`src/rtl/boot_stream_unpacker.sv`:
```
// boot_stream_unpacker
//   Sits in front of the game loader. It takes 32-bit ROM words from the
//   host_bootdata req/ack port and holds them in a small word FIFO. Each
//   word is unpacked MSB byte first. Every byte before the first SYNC_BYTE
//   is thrown away. The bytes from SYNC_BYTE onward go to the loader as
//   single-cycle strobes, at least STROBE_GAP clocks apart. Words that
//   arrive past rom_size are still acknowledged, then dropped and counted.
//
//   Ports
//     clk, reset_n       clock, asynchronous active-low reset
//     loader_reset       synchronous restart, same effect as reset
//     rom_size           number of bytes to accept (sampled at each accept)
//     host_bootdata*     4-phase word handshake, host side
//     byte_ready         the loader can take a byte
//     byte_data/strobe   byte to the loader, with its one-cycle valid pulse
//     synced             SYNC_BYTE has been found and streaming is active
//     fifo_full          word FIFO is full
//     bytes_loaded       bytes accepted into the FIFO (steps of 4)
//     words_dropped      words acknowledged past rom_size, saturating
//
//   state      | meaning
//   HS_IDLE    | waiting for req with a free slot (or a word to drop)
//   HS_ACK     | ack high, waiting for the host to drop req
//   SY_SYNC    | discarding bytes at 1/clk until SYNC_BYTE is seen
//   SY_STREAM  | forwarding bytes, paced by the gap counter and byte_ready
module boot_stream_unpacker #(
   parameter int          FIFO_DEPTH_LOG2 = 4,
   parameter int          STROBE_GAP      = 64,
   parameter logic [7:0]  SYNC_BYTE       = 8'h4E
) (
   input  logic        clk,
   input  logic        reset_n,
   input  logic        loader_reset,
   input  logic [31:0] rom_size,
   input  logic [31:0] host_bootdata,
   input  logic        host_bootdata_req,
   output logic        host_bootdata_ack,
   input  logic        byte_ready,
   output logic [7:0]  byte_data,
   output logic        byte_strobe,
   output logic        synced,
   output logic        fifo_full,
   output logic [31:0] bytes_loaded,
   output logic [15:0] words_dropped
);

   localparam int L     = FIFO_DEPTH_LOG2;
   localparam int DEPTH = 2 ** L;
   localparam int GW    = $clog2(STROBE_GAP);

   typedef enum logic { HS_IDLE, HS_ACK }     hs_t;
   typedef enum logic { SY_SYNC, SY_STREAM }  sy_t;

   hs_t            hs_q, hs_d;
   sy_t            sy_q, sy_d;
   logic [31:0]    fifo_mem [DEPTH];
   logic [L-1:0]   wr_ptr_q, wr_ptr_d, rd_ptr_q, rd_ptr_d;
   logic [L:0]     count_q, count_d;
   logic [1:0]     idx_q, idx_d;
   logic [GW-1:0]  gap_q, gap_d;
   logic [7:0]     data_q, data_d;
   logic           strobe_q, strobe_d;
   logic [31:0]    bl_q, bl_d;
   logic [15:0]    wd_q, wd_d;
   logic           wr_en, rd_en, emit, advance;
   logic [31:0]    head;
   logic [7:0]     cur_byte;

   // The head word is read in place and popped only after its last byte is
   // consumed, so the word being unpacked keeps its FIFO slot.
   assign head = fifo_mem[rd_ptr_q];

   always_comb begin
      case (idx_q)
         2'd0:    cur_byte = head[31:24];
         2'd1:    cur_byte = head[23:16];
         2'd2:    cur_byte = head[15:8];
         default: cur_byte = head[7:0];
      endcase
   end

   always_comb begin
      hs_d     = hs_q;
      sy_d     = sy_q;
      wr_ptr_d = wr_ptr_q;
      rd_ptr_d = rd_ptr_q;
      count_d  = count_q;
      idx_d    = idx_q;
      gap_d    = gap_q;
      data_d   = data_q;
      strobe_d = 1'b0;
      bl_d     = bl_q;
      wd_d     = wd_q;
      wr_en    = 1'b0;
      rd_en    = 1'b0;
      emit     = 1'b0;
      advance  = 1'b0;

      case (hs_q)
         HS_IDLE: begin
            if (host_bootdata_req && (count_q != (L+1)'(DEPTH))) begin
               hs_d = HS_ACK;
               if (bl_q < rom_size) begin
                  wr_en = 1'b1;
                  bl_d  = bl_q + 32'd4;
               end else if (wd_q != 16'hFFFF) begin
                  wd_d = wd_q + 16'd1;
               end
            end
         end
         default: begin
            if (!host_bootdata_req) hs_d = HS_IDLE;
         end
      endcase

      if (count_q != '0) begin
         if (sy_q == SY_SYNC) begin
            if (cur_byte == SYNC_BYTE) begin
               // The sync byte is held until the loader can take it.
               if (byte_ready) begin
                  emit = 1'b1;
                  sy_d = SY_STREAM;
               end
            end else begin
               advance = 1'b1;
            end
         end else if (byte_ready && (gap_q == '0)) begin
            emit = 1'b1;
         end
      end

      if (emit) begin
         advance  = 1'b1;
         strobe_d = 1'b1;
         data_d   = cur_byte;
         gap_d    = GW'(STROBE_GAP - 1);
      end else if (gap_q != '0) begin
         gap_d = gap_q - GW'(1);
      end

      if (advance) begin
         idx_d = idx_q + 2'd1;
         if (idx_q == 2'd3) rd_en = 1'b1;
      end

      if (wr_en) wr_ptr_d = wr_ptr_q + L'(1);
      if (rd_en) rd_ptr_d = rd_ptr_q + L'(1);
      if (wr_en && !rd_en)      count_d = count_q + (L+1)'(1);
      else if (rd_en && !wr_en) count_d = count_q - (L+1)'(1);

      if (loader_reset) begin
         hs_d     = HS_IDLE;
         sy_d     = SY_SYNC;
         wr_ptr_d = '0;
         rd_ptr_d = '0;
         count_d  = '0;
         idx_d    = '0;
         gap_d    = '0;
         data_d   = '0;
         strobe_d = 1'b0;
         bl_d     = '0;
         wd_d     = '0;
         wr_en    = 1'b0;
         rd_en    = 1'b0;
      end
   end

   always_ff @(posedge clk or negedge reset_n) begin
      if (!reset_n) begin
         hs_q     <= HS_IDLE;
         sy_q     <= SY_SYNC;
         wr_ptr_q <= '0;
         rd_ptr_q <= '0;
         count_q  <= '0;
         idx_q    <= '0;
         gap_q    <= '0;
         data_q   <= '0;
         strobe_q <= 1'b0;
         bl_q     <= '0;
         wd_q     <= '0;
      end else begin
         hs_q     <= hs_d;
         sy_q     <= sy_d;
         wr_ptr_q <= wr_ptr_d;
         rd_ptr_q <= rd_ptr_d;
         count_q  <= count_d;
         idx_q    <= idx_d;
         gap_q    <= gap_d;
         data_q   <= data_d;
         strobe_q <= strobe_d;
         bl_q     <= bl_d;
         wd_q     <= wd_d;
      end
   end

   // Storage only; occupancy is tracked by the pointers and count.
   always_ff @(posedge clk) begin
      if (wr_en) fifo_mem[wr_ptr_q] <= host_bootdata;
   end

   assign host_bootdata_ack = (hs_q == HS_ACK);
   assign byte_data         = data_q;
   assign byte_strobe       = strobe_q;
   assign synced            = (sy_q == SY_STREAM);
   assign fifo_full         = (count_q == (L+1)'(DEPTH));
   assign bytes_loaded      = bl_q;
   assign words_dropped     = wd_q;

endmodule

```
`config.mk`:
```
export PLATFORM = sky130hd
export DESIGN_NAME = boot_stream_unpacker
export DESIGN_NICKNAME = d
export VERILOG_FILES = /design/src/rtl/boot_stream_unpacker.sv
export SDC_FILE = /design/constraint.sdc
export NUM_CORES = 1
export LEC_CHECK = 0
export CORE_MARGIN = 2
export CORE_UTILIZATION = 60
export CTS_CLUSTER_DIAMETER = 30
export CTS_CLUSTER_SIZE = 14
export DETAILED_ROUTE_END_ITERATION = 10
export GPL_TIMING_DRIVEN = 0
export PLACE_DENSITY = 0.8
export SLEW_MARGIN = 20
export SYNTH_ARGS = -nofsm -noshare
export SYNTH_HDL_FRONTEND = slang
export SYNTH_SLANG_ARGS = --single-unit
```
`constraint.sdc`:
```
create_clock -name clk -period 5.25 [get_ports clk]
set_input_delay 1.05 -clock clk [delete_from_list [all_inputs] [get_ports clk]]
set_output_delay 1.05 -clock clk [all_outputs]
set_load 0.02 [all_outputs]
```
==> results of run 1 <==
[metrics by stage]
stage / utilization [%] / setup slack [ps]
after floorplan: - / 669
after global placement: 65.6 / -1250
after detailed placement: 66.1 / -701
after CTS: 74.5 / -193
after global routing: 74.7 / -152
final: 74.7 / 106
[state kept, by name (all words and copies together) (netlist names)]
| register | count |
|---|---|
| fifo_mem | 512 |
| bytes_loaded | 30 |
| words_dropped | 16 |
| byte_data | 8 |
| gap_q | 6 |
| count_q | 5 |
| rd_ptr_q | 4 |
| wr_ptr_q | 4 |
| idx_q | 2 |
| byte_strobe | 1 |
| host_bootdata_ack | 1 |
| synced | 1 |
[cell usage in the layout, fill, tap and decap left out, drive strengths merged, types with 33 or more instances in the layout]
cell type      count
mux4              64
mux2i            146
clkdlybuf4s50    124
clkinv            33
nor2              59
ha                46
nand2             56
a21oi             64
clkbuf           154
dfrtp             78
inv               63
edfxtp           512
buf               45
a22oi             51
nand3             46
[layer usage]
metal	global-route usage, %	up-vias
met4	15.4	0
met1	39.7	7942
met5	0	-
li1	-	6577
met3	7.85	236
met2	50.8	1001
[final timing paths]
kind / from / end / slack (ps) / cells past startpoint
min: reset_n / bytes_loaded[18]$_DFFE_PN0P_ / 350 / 1
min reg2reg: byte_data[0]$_DFFE_PN0P_ / byte_data[0]$_DFFE_PN0P_ / 530 / 1
max: rd_ptr_q[1]$_DFFE_PN0P_ / count_q[4]$_DFFE_PN0P_ / 110 / 17
max in group asynchronous: reset_n / rd_ptr_q[0]$_DFFE_PN0P_ / 4280 / 2
max reg2reg: rd_ptr_q[1]$_DFFE_PN0P_ / count_q[4]$_DFFE_PN0P_ / 110 / 17
min in group clk: byte_data[0]$_DFFE_PN0P_ / byte_data[0]$_DFFE_PN0P_ / 530 / 1
[cell families (layout without fill, tap and decap cells)]
kind of cell / count (synthesis) / after routing
compound gates: 229 / 229
xor+xnor: 24 / 24
fa+ha+maj: 47 / 47
buf+inv: 125 / 446
flops: 590 / 590
mux: 220 / 220
other cells: 1 / 3
simple gates: 307 / 307
[where the power goes]
part	internal, W	leakage, nW	switching, W	total (W)
Sequential	0.00519	5.68	0.0000604	0.00525
Clock	0.00423	1.63	0.00230	0.00653
Combinational	0.000525	3.23	0.000839	0.00136
[final cells by class]
cell class / count / area (µm²) / area share (%)
tap: 532 / 666 / 2.17
antenna: 1 / 2.50 / 0.00817
buffer: 71 / 448 / 1.46
sequential: 590 / 17300 / 56.6
inverter: 53 / 199 / 0.649
timing repair buffer: 136 / 1440 / 4.70
multi-input combinational: 829 / 7150 / 23.3
clock buffer: 116 / 2630 / 8.57
clock inverter: 70 / 776 / 2.53
[what timing repair did]
item,4_1_cts,5_1_grt
cloned,0,0
hold endpoints to repair,0,0
endpoints found under the setup margin,73,126
pin swaps,0,3
resized for setup,6,36
hold buffers,0,0
buffers inserted,0,3
==> results.cfg, run 1 <==
[detailed_routing]
drt-wirelength-per-cell_um = 27.7
initialDrtViolationCount = 1851
top_layer = met4
drt_wl_total_um = 66500
dr.pass1.iters = 5
dr_wl_met2_um = 32000
drc = 0
met3WireLength_um = 7040
wl_met1_um = 24300
detail-route-antenna-nets = 0
dr_total_vias = 15800
vias_per_cell = 6.57

[timing]
fin_setup_tns_ps = 0
timing.hold.ws_ps = 354
drv_slew = 0
hold_viol = 0
clock.fmax_mhz = 194
min_period_ps = 5140
worst_pin_slew_ps = 1150
fin_skew_ps = 31.4
slew_headroom_pct = 23.6
post-route-period-util_pct = 98.0
finalSetupViolCount = 0
rsz0062_at_grt = true

[layout]
num-fill-cells = 2305
drive_above_1_share_pct = 17.9
nets = 1896
final_cells = 2398
final_area_um2 = 30600
synthToLayoutAreaGrowth_pct = 22.6

[logic_synthesis]
synth_edf_count = 512
synth-main-ff-cell = edfxtp_1
muxShareOfSynthArea_pct = 12.1
synth_area_leaders = edfxtp_1 62%, dfrtp_1 7.8%, mux2i_1 5.8%
async_reset_ff_share_pct = 13.2
yosys.cell_count.top_type = edfxtp_1
synth_top_family_by_area = multiplexers
syn_avg_cell_area_um2 = 16.2
synthTopCellsByCount = 512 x edfxtp_1, 146 x mux2i_1, 78 x dfrtp_1
synth_top_area_share_pct = 61.5
synth_compound_area_share_pct = 6.32
synth_simple_gate_area_share_pct = 6.64
synthAdderAreaFrac_pct = 2.38
ys_seq_area_share_pct = 69.3
ys_warn_count = 0
synth_xor_area_share_pct = 0.841
syn-cell-area_um2 = 25000
ys_types = 75
ys_ff_latch = 590
synth_largest_area_cell = edfxtp_1
synthCells = 1543

[placement]
portBuffers = 125
dp_cells = 2209
place_congestion = 0.869
dp_hpwl_um = 38700
place_area_um2 = 27100

[clocking]
clk_pin_slew_ps = 50
numCtsBuffers = 99
cts_sinks = 590
cts_tree = yes
cts_buffer_depth = 3
cts_max_level = 3
cts-root-buf = clkbuf_16
clock_latency_ps = 630

[setup_path]
max_stage_delay_ps = 510
start_kind = register
end_kind = register
cp_data_required_time_ps = 5790
path_class = register to register
crit_family = compound AO/OA/AOI/OAI gates
worst-path-buf-inv = 3
crit_fanout = 10
cp_cell_sequence = clkbuf_4 -> nor2_2 -> clkbuf_2 -> a22oi_1 -> a31oi_1 -> nand4_1 -> o21ai_2 -> o2111ai_2 -> o311a_4 -> nor3_4 -> inv_1 -> fa_1 -> a21o_1 -> a21oi_1 -> o211ai_1 -> and3b_1 -> nor3_2
critPathSlowestCell = dfrtp_2
arrival_ps = 5680

[min_path]
hold_path.class = primary input to asynchronous set/reset pin

[power]
total_leakage_power_nw = 10.5
irDropWorstVdd_mv = 0.341
cellPowerDensity_nw_per_um2 = 429
total_power_w = 0.0131

[global_routing]
grt.total_usage_pct = 31.3
antenna_found_initial = 1
grt_pass1_vias = 16200
grt_max_degree = 53
grt_overflow_total = 0
grt_pass1_wl_um = 100000

[floorplanning]
die_width_um = 208
io_pins = 129
rows = 74
initial_utilization_pct = 60.9
coreArea_um2 = 41000
die_h_um = 208
dieArea_um2 = 43300

[run_status]
status = complete, no violations

[run]
maxCapViolCount = 0
Power figures use the tool's default switching activity.
==> inputs of run 2 (changes only) <==
--- a/config.mk
+++ b/config.mk
@@ -11,7 +11,7 @@
 export CTS_CLUSTER_SIZE = 14
 export DETAILED_ROUTE_END_ITERATION = 10
 export GPL_TIMING_DRIVEN = 0
-export PLACE_DENSITY = 0.8
+export PLACE_DENSITY = 0.85
 export SLEW_MARGIN = 20
 export SYNTH_ARGS = -nofsm -noshare
 export SYNTH_HDL_FRONTEND = slang
==> run 2 against run 1 <==
  * The flow now finishes with violations (setup timing)
  * Critical path depth increased by 2
  * Combinational power increased by 8%
  * Cell count increased by 0.17%
  * First-iteration DRC count increased by 29%
  * Sequential cell count unchanged
  * Setup slack got worse by 170 ps
  * Largest cell class unchanged
  * Highest routed layer is now met5
==> results.cfg, run 2 (synthesis results as in run 1) <==
[run_status]
status = finished, violations left
violations = setup timing

[power]
irDropWorstVdd_mv = 0.356
cellPowerDensity_nw_per_um2 = 432
total_leakage_power_nw = 10.6
total_power_w = 0.0133

[clocking]
clk_pin_slew_ps = 50
clock_latency_ps = 640
cts_tree = yes
cts_buffer_depth = 3
cts_max_level = 3
numCtsBuffers = 101
cts-root-buf = clkbuf_16
cts_sinks = 590

[timing]
fin_skew_ps = 34.6
clock.fmax_mhz = 188
fin_setup_tns_ps = -61.3
worst_pin_slew_ps = 1220
rsz0062_at_grt = true
drv_slew = 0
finalWorstSetupSlack_ps = -61.3
min_period_ps = 5310
post-route-period-util_pct = 101
finalSetupViolCount = 1
hold_viol = 0
slew_headroom_pct = 18.8

[global_routing]
grt_overflow_total = 0
grt_pass1_wl_um = 104000
grt_max_degree = 58
grt_pass1_vias = 17000
antenna_found_initial = 2
grt.total_usage_pct = 32.7

[detailed_routing]
dr_total_vias = 16400
initialDrtViolationCount = 2383
drc = 0
drt-wirelength-per-cell_um = 29.8
drt_wl_total_um = 71500
detail-route-antenna-nets = 0
vias_per_cell = 6.82
dr.pass1.iters = 7

[layout]
top_register = fifo_mem
largest_reg_flops = 512
layout_commonest_cell = edfxtp_1
synthToLayoutAreaGrowth_pct = 22.8
layout_common_cells = 512 x edfxtp_1, 146 x mux2i_1, 124 x clkdlybuf4s50_1
drive_above_1_share_pct = 19.1
nets = 1900

[floorplanning]
die_h_um = 208
io_pins = 129
rows = 74
initial_utilization_pct = 60.9
die_width_um = 208
coreArea_um2 = 41000
dieArea_um2 = 43300

[setup_path]
end_kind = register
cp_data_required_time_ps = 5790
rr_worst_depth = 19
arrival_ps = 5850
crit_fanout = 10
path_class = register to register
worstReg2RegStart = rd_ptr_q[0]$_DFFE_PN0P_
reg2reg_slack_ps = -60
start_kind = register
r2r-end = count_q[4]$_DFFE_PN0P_

[placement]
dp_hpwl_um = 38600
portBuffers = 125
place_congestion = 0.853

[run]
maxCapViolCount = 0

[min_path]
hold_path.class = primary input to asynchronous set/reset pin
run 2: area by class of cell:
| cell class | count | area, µm² |
|---|---|---|
| multi-input combinational | 829 | 7170 |
| timing repair buffer | 139 | 1450 |
| clock buffer | 110 | 2630 |
| clock inverter | 78 | 772 |
| sequential | 590 | 17300 |
| fill | 2193 | 10300 |
| buffer | 70 | 468 |
| inverter | 53 | 199 |
| tap | 532 | 666 |
| antenna | 1 | 2.50 |
run 2: per-layer routing:
metal	vias to the layer above	track usage, %	wire, µm
li1	6607	-	-
met1	7993	39.9	24300
met2	1406	52.3	33900
met3	362	10.3	9230
met4	2	18.3	4100
met5	-	0	15
run 2: report_power, final:
group	internal [W]	leakage, nW	switching (W)	total, W
registers	0.00519	5.68	0.0000653	0.00525
logic	0.000546	3.26	0.000921	0.00147
clock network	0.00414	1.65	0.00241	0.00655
total	0.00987	10.6	0.00340	0.0133
run 2: worst max path at each step:
stage	startpoint	endpoint	slack, ps	depth (start not counted)
finish	rd_ptr_q[0]$_DFFE_PN0P_	count_q[4]$_DFFE_PN0P_	-60	19
floorplan	rom_size[25]	fifo_mem[0][0]$_DFFE_PP_	670	13
global placement	rom_size[25]	fifo_mem[2][7]$_DFFE_PP_	-1240	14
global route	rd_ptr_q[0]$_DFFE_PN0P_	count_q[4]$_DFFE_PN0P_	-150	20
detailed placement	rd_ptr_q[1]$_DFFE_PN0P_	count_q[4]$_DFFE_PN0P_	-570	17
CTS	rd_ptr_q[0]$_DFFE_PN0P_	count_q[4]$_DFFE_PN0P_	-60	20
run 2: worst max-delay path, cell delays in order (launching register included):
cell       delay [ps]
dfrtp_2           440
buf_6             200
buf_6             250
buf_6             250
buf_4             280
mux2i_1           260
a22oi_1           110
a31oi_1           270
nand4_1           270
o21ai_2           270
o2111ai_4         210
o311a_4           470
nor3_4            280
inv_1             170
fa_1              450
a21o_1            220
a21oi_1           230
o211ai_1          170
and3b_1           250
nor3_2            150
run 2: what timing repair did:
item | CTS | global route
hold buffers | 0 | 0
endpoints found under the setup margin | 170 | 166
pin swaps | 1 | 1
gates resized for setup | 23 | 27
hold endpoints to repair | 0 | 0
setup buffers | 0 | 7
run 2: metrics by stage:
stage	cell area (µm²)	setup WS, ps	util, %	hold WS (ps)	instances
3_3_place_gp	26900	-1240	65.6	509	2201
2_1_floorplan	25000	669	-	537	1544
5_1_grt	30700	-151	74.8	343	2401
3_5_place_dp	27100	-572	66.1	514	2208
6_report	30700	-61.3	74.8	317	2402
4_1_cts	30600	-63.1	74.5	324	2395
==> inputs of run 3 (changes only) <==
--- a/config.mk
+++ b/config.mk
@@ -12,6 +12,7 @@
 export DETAILED_ROUTE_END_ITERATION = 10
 export GPL_TIMING_DRIVEN = 0
 export PLACE_DENSITY = 0.85
+export REMOVE_ABC_BUFFERS = 1
 export SLEW_MARGIN = 20
 export SYNTH_ARGS = -nofsm -noshare
 export SYNTH_HDL_FRONTEND = slang
==> run 3 against run 2 <==
  * The run now ends clean
  * Cell count is 1.9% lower
  * Total power grew 2.8%
  * Wire length fell by 7.6%
  * Largest power group unchanged
  * Highest routed layer unchanged
==> results.cfg, run 3 (synthesis results as in run 1) <==
[setup_path]
worstReg2RegStart = rd_ptr_q[0]$_DFFE_PN0P_
cp_data_required_time_ps = 5730
critPathSlowestCell = mux4_2
path_class = register to register
cp_cell_sequence = buf_12 -> buf_16 -> buf_16 -> mux4_2 -> mux4_2 -> nand2b_1 -> o21ai_0 -> o2111ai_2 -> o311a_4 -> nor3_4 -> inv_1 -> ha_1 -> a21o_1 -> a21oi_1 -> or4_1 -> a21boi_1 -> nor3_2
crit_fanout = 29
reg2reg_slack_ps = 10
arrival_ps = 5720
crit_family = compound AO/OA/AOI/OAI gates
start_kind = register
worst-path-buf-inv = 4
critPathLaunch = rd_ptr_q[0]$_DFFE_PN0P_
end_kind = register
max_stage_delay_ps = 530

[timing]
worst_pin_slew_ps = 995
post-route-period-util_pct = 99.7
clock.fmax_mhz = 191
slew_headroom_pct = 33.5
fin_skew_ps = 36.4
hold_viol = 0
rsz0062_at_grt = true
drv_slew = 0
finalSetupViolCount = 0
min_period_ps = 5240

[clocking]
cts_max_level = 3
clock_latency_ps = 660
cts_sinks = 590
cts_buffer_depth = 3
clk_pin_slew_ps = 60
hold_buffers = 0
cts_tree = yes
cts-root-buf = clkbuf_16
numCtsBuffers = 103

[power]
total_leakage_power_nw = 10.6
cellPowerDensity_nw_per_um2 = 440
irDropWorstVdd_mv = 0.313

[placement]
place_congestion = 0.818
dp_hpwl_um = 34800
place_area_um2 = 27200
portBuffers = 126
dp_cells = 2157

[global_routing]
grt_overflow_total = 0
grt_pass1_vias = 16300
antenna_found_initial = 1
grt_max_degree = 74
grt.total_usage_pct = 31.0
grt_pass1_wl_um = 100000

[detailed_routing]
dr.pass1.iters = 6
initialDrtViolationCount = 2399
dr_total_vias = 15800
drt-wirelength-per-cell_um = 28.0
vias_per_cell = 6.70
drt_wl_total_um = 66100
detail-route-antenna-nets = 0
drc = 0

[layout]
final_cells = 2357
layout_common_cells = 512 x edfxtp_1, 146 x mux2i_1, 124 x clkdlybuf4s50_1
top_register = fifo_mem
largest_reg_flops = 512
layout_commonest_cell = edfxtp_1
diodes = 0
final_area_um2 = 31000
drive_above_1_share_pct = 18.0
nets = 1851
synthToLayoutAreaGrowth_pct = 24.0

[floorplanning]
initial_utilization_pct = 60.9
io_pins = 129
coreArea_um2 = 41000
dieArea_um2 = 43300
die_width_um = 208
die_h_um = 208
rows = 74

[min_path]
hold_path.class = primary input to asynchronous set/reset pin

[run_status]
status = complete, no violations

[run]
maxCapViolCount = 0
-- run 3: cell types whose count changed in the layout (fill, tap and decap cells not counted), sizes merged --
cell | previous run | this run
clkdlybuf4s15 | 1 | 0
buf | 49 | 33
inv | 62 | 64
clkinv | 45 | 32
clkinvlp | 14 | 10
diode | 1 | 0
bufinv | 10 | 16
bufbuf | 0 | 1
clkbuf | 145 | 126
-- run 3: worst paths after layout --
path / depth (start not counted) / end
hold / removal: 1 / byte_data[1]$_DFFE_PN0P_
max in group asynchronous: 2 / bytes_loaded[31]$_DFFE_PN0P_
hold reg to reg: 1 / byte_data[5]$_DFFE_PN0P_
setup / recovery: 17 / count_q[4]$_DFFE_PN0P_
setup reg to reg: 17 / count_q[4]$_DFFE_PN0P_
min in group clk: 1 / byte_data[5]$_DFFE_PN0P_
-- run 3: stage by stage --
stage	worst slack, ps	power, W	hold slack (ps)	util, %	setup TNS [ps]
after floorplan	-4440	0.00617	537	-	-87560
after global placement	-8030	0.00660	503	64.7	-755970
after detailed placement	-602	0.00658	512	66.3	-38700
after CTS	10.0	0.0136	413	75.5	0
after global routing	-133	0.0139	470	75.6	-133
final	13.9	0.0136	424	75.6	0
-- run 3: layout make-up --
cell class,count,area (µm²)
Clock buffer,126,2780
Clock inverter,69,905
Multi-Input combinational cell,829,7140
Inverter,53,199
Fill cell,2095,10000
Tap cell,532,666
Sequential cell,590,17300
Timing Repair Buffer,158,1960
-- run 3: per-layer routing --
metal	vias up	track usage [%]	wire, µm
met2	1157	52.0	33100
li1	6511	-	-
met3	254	7.25	6880
met1	7875	38.4	23000
met5	-	0	13
met4	2	15.2	3020
-- run 3: what timing repair did --
item | CTS | global route
gates cloned | 1 | 0
buffers inserted | 4 | 0
pin swaps | 2 | 0
gates resized for setup | 4 | 5
endpoints found under the setup margin | 4 | 63
hold endpoints to repair | 0 | 0
-- run 3: power breakdown --
part	switching, W	total (W)	internal (W)
combinational	0.000852	0.00137	0.000520
clock	0.00242	0.00701	0.00459
sequential	0.0000640	0.00525	0.00519
total	0.00334	0.0136	0.0103
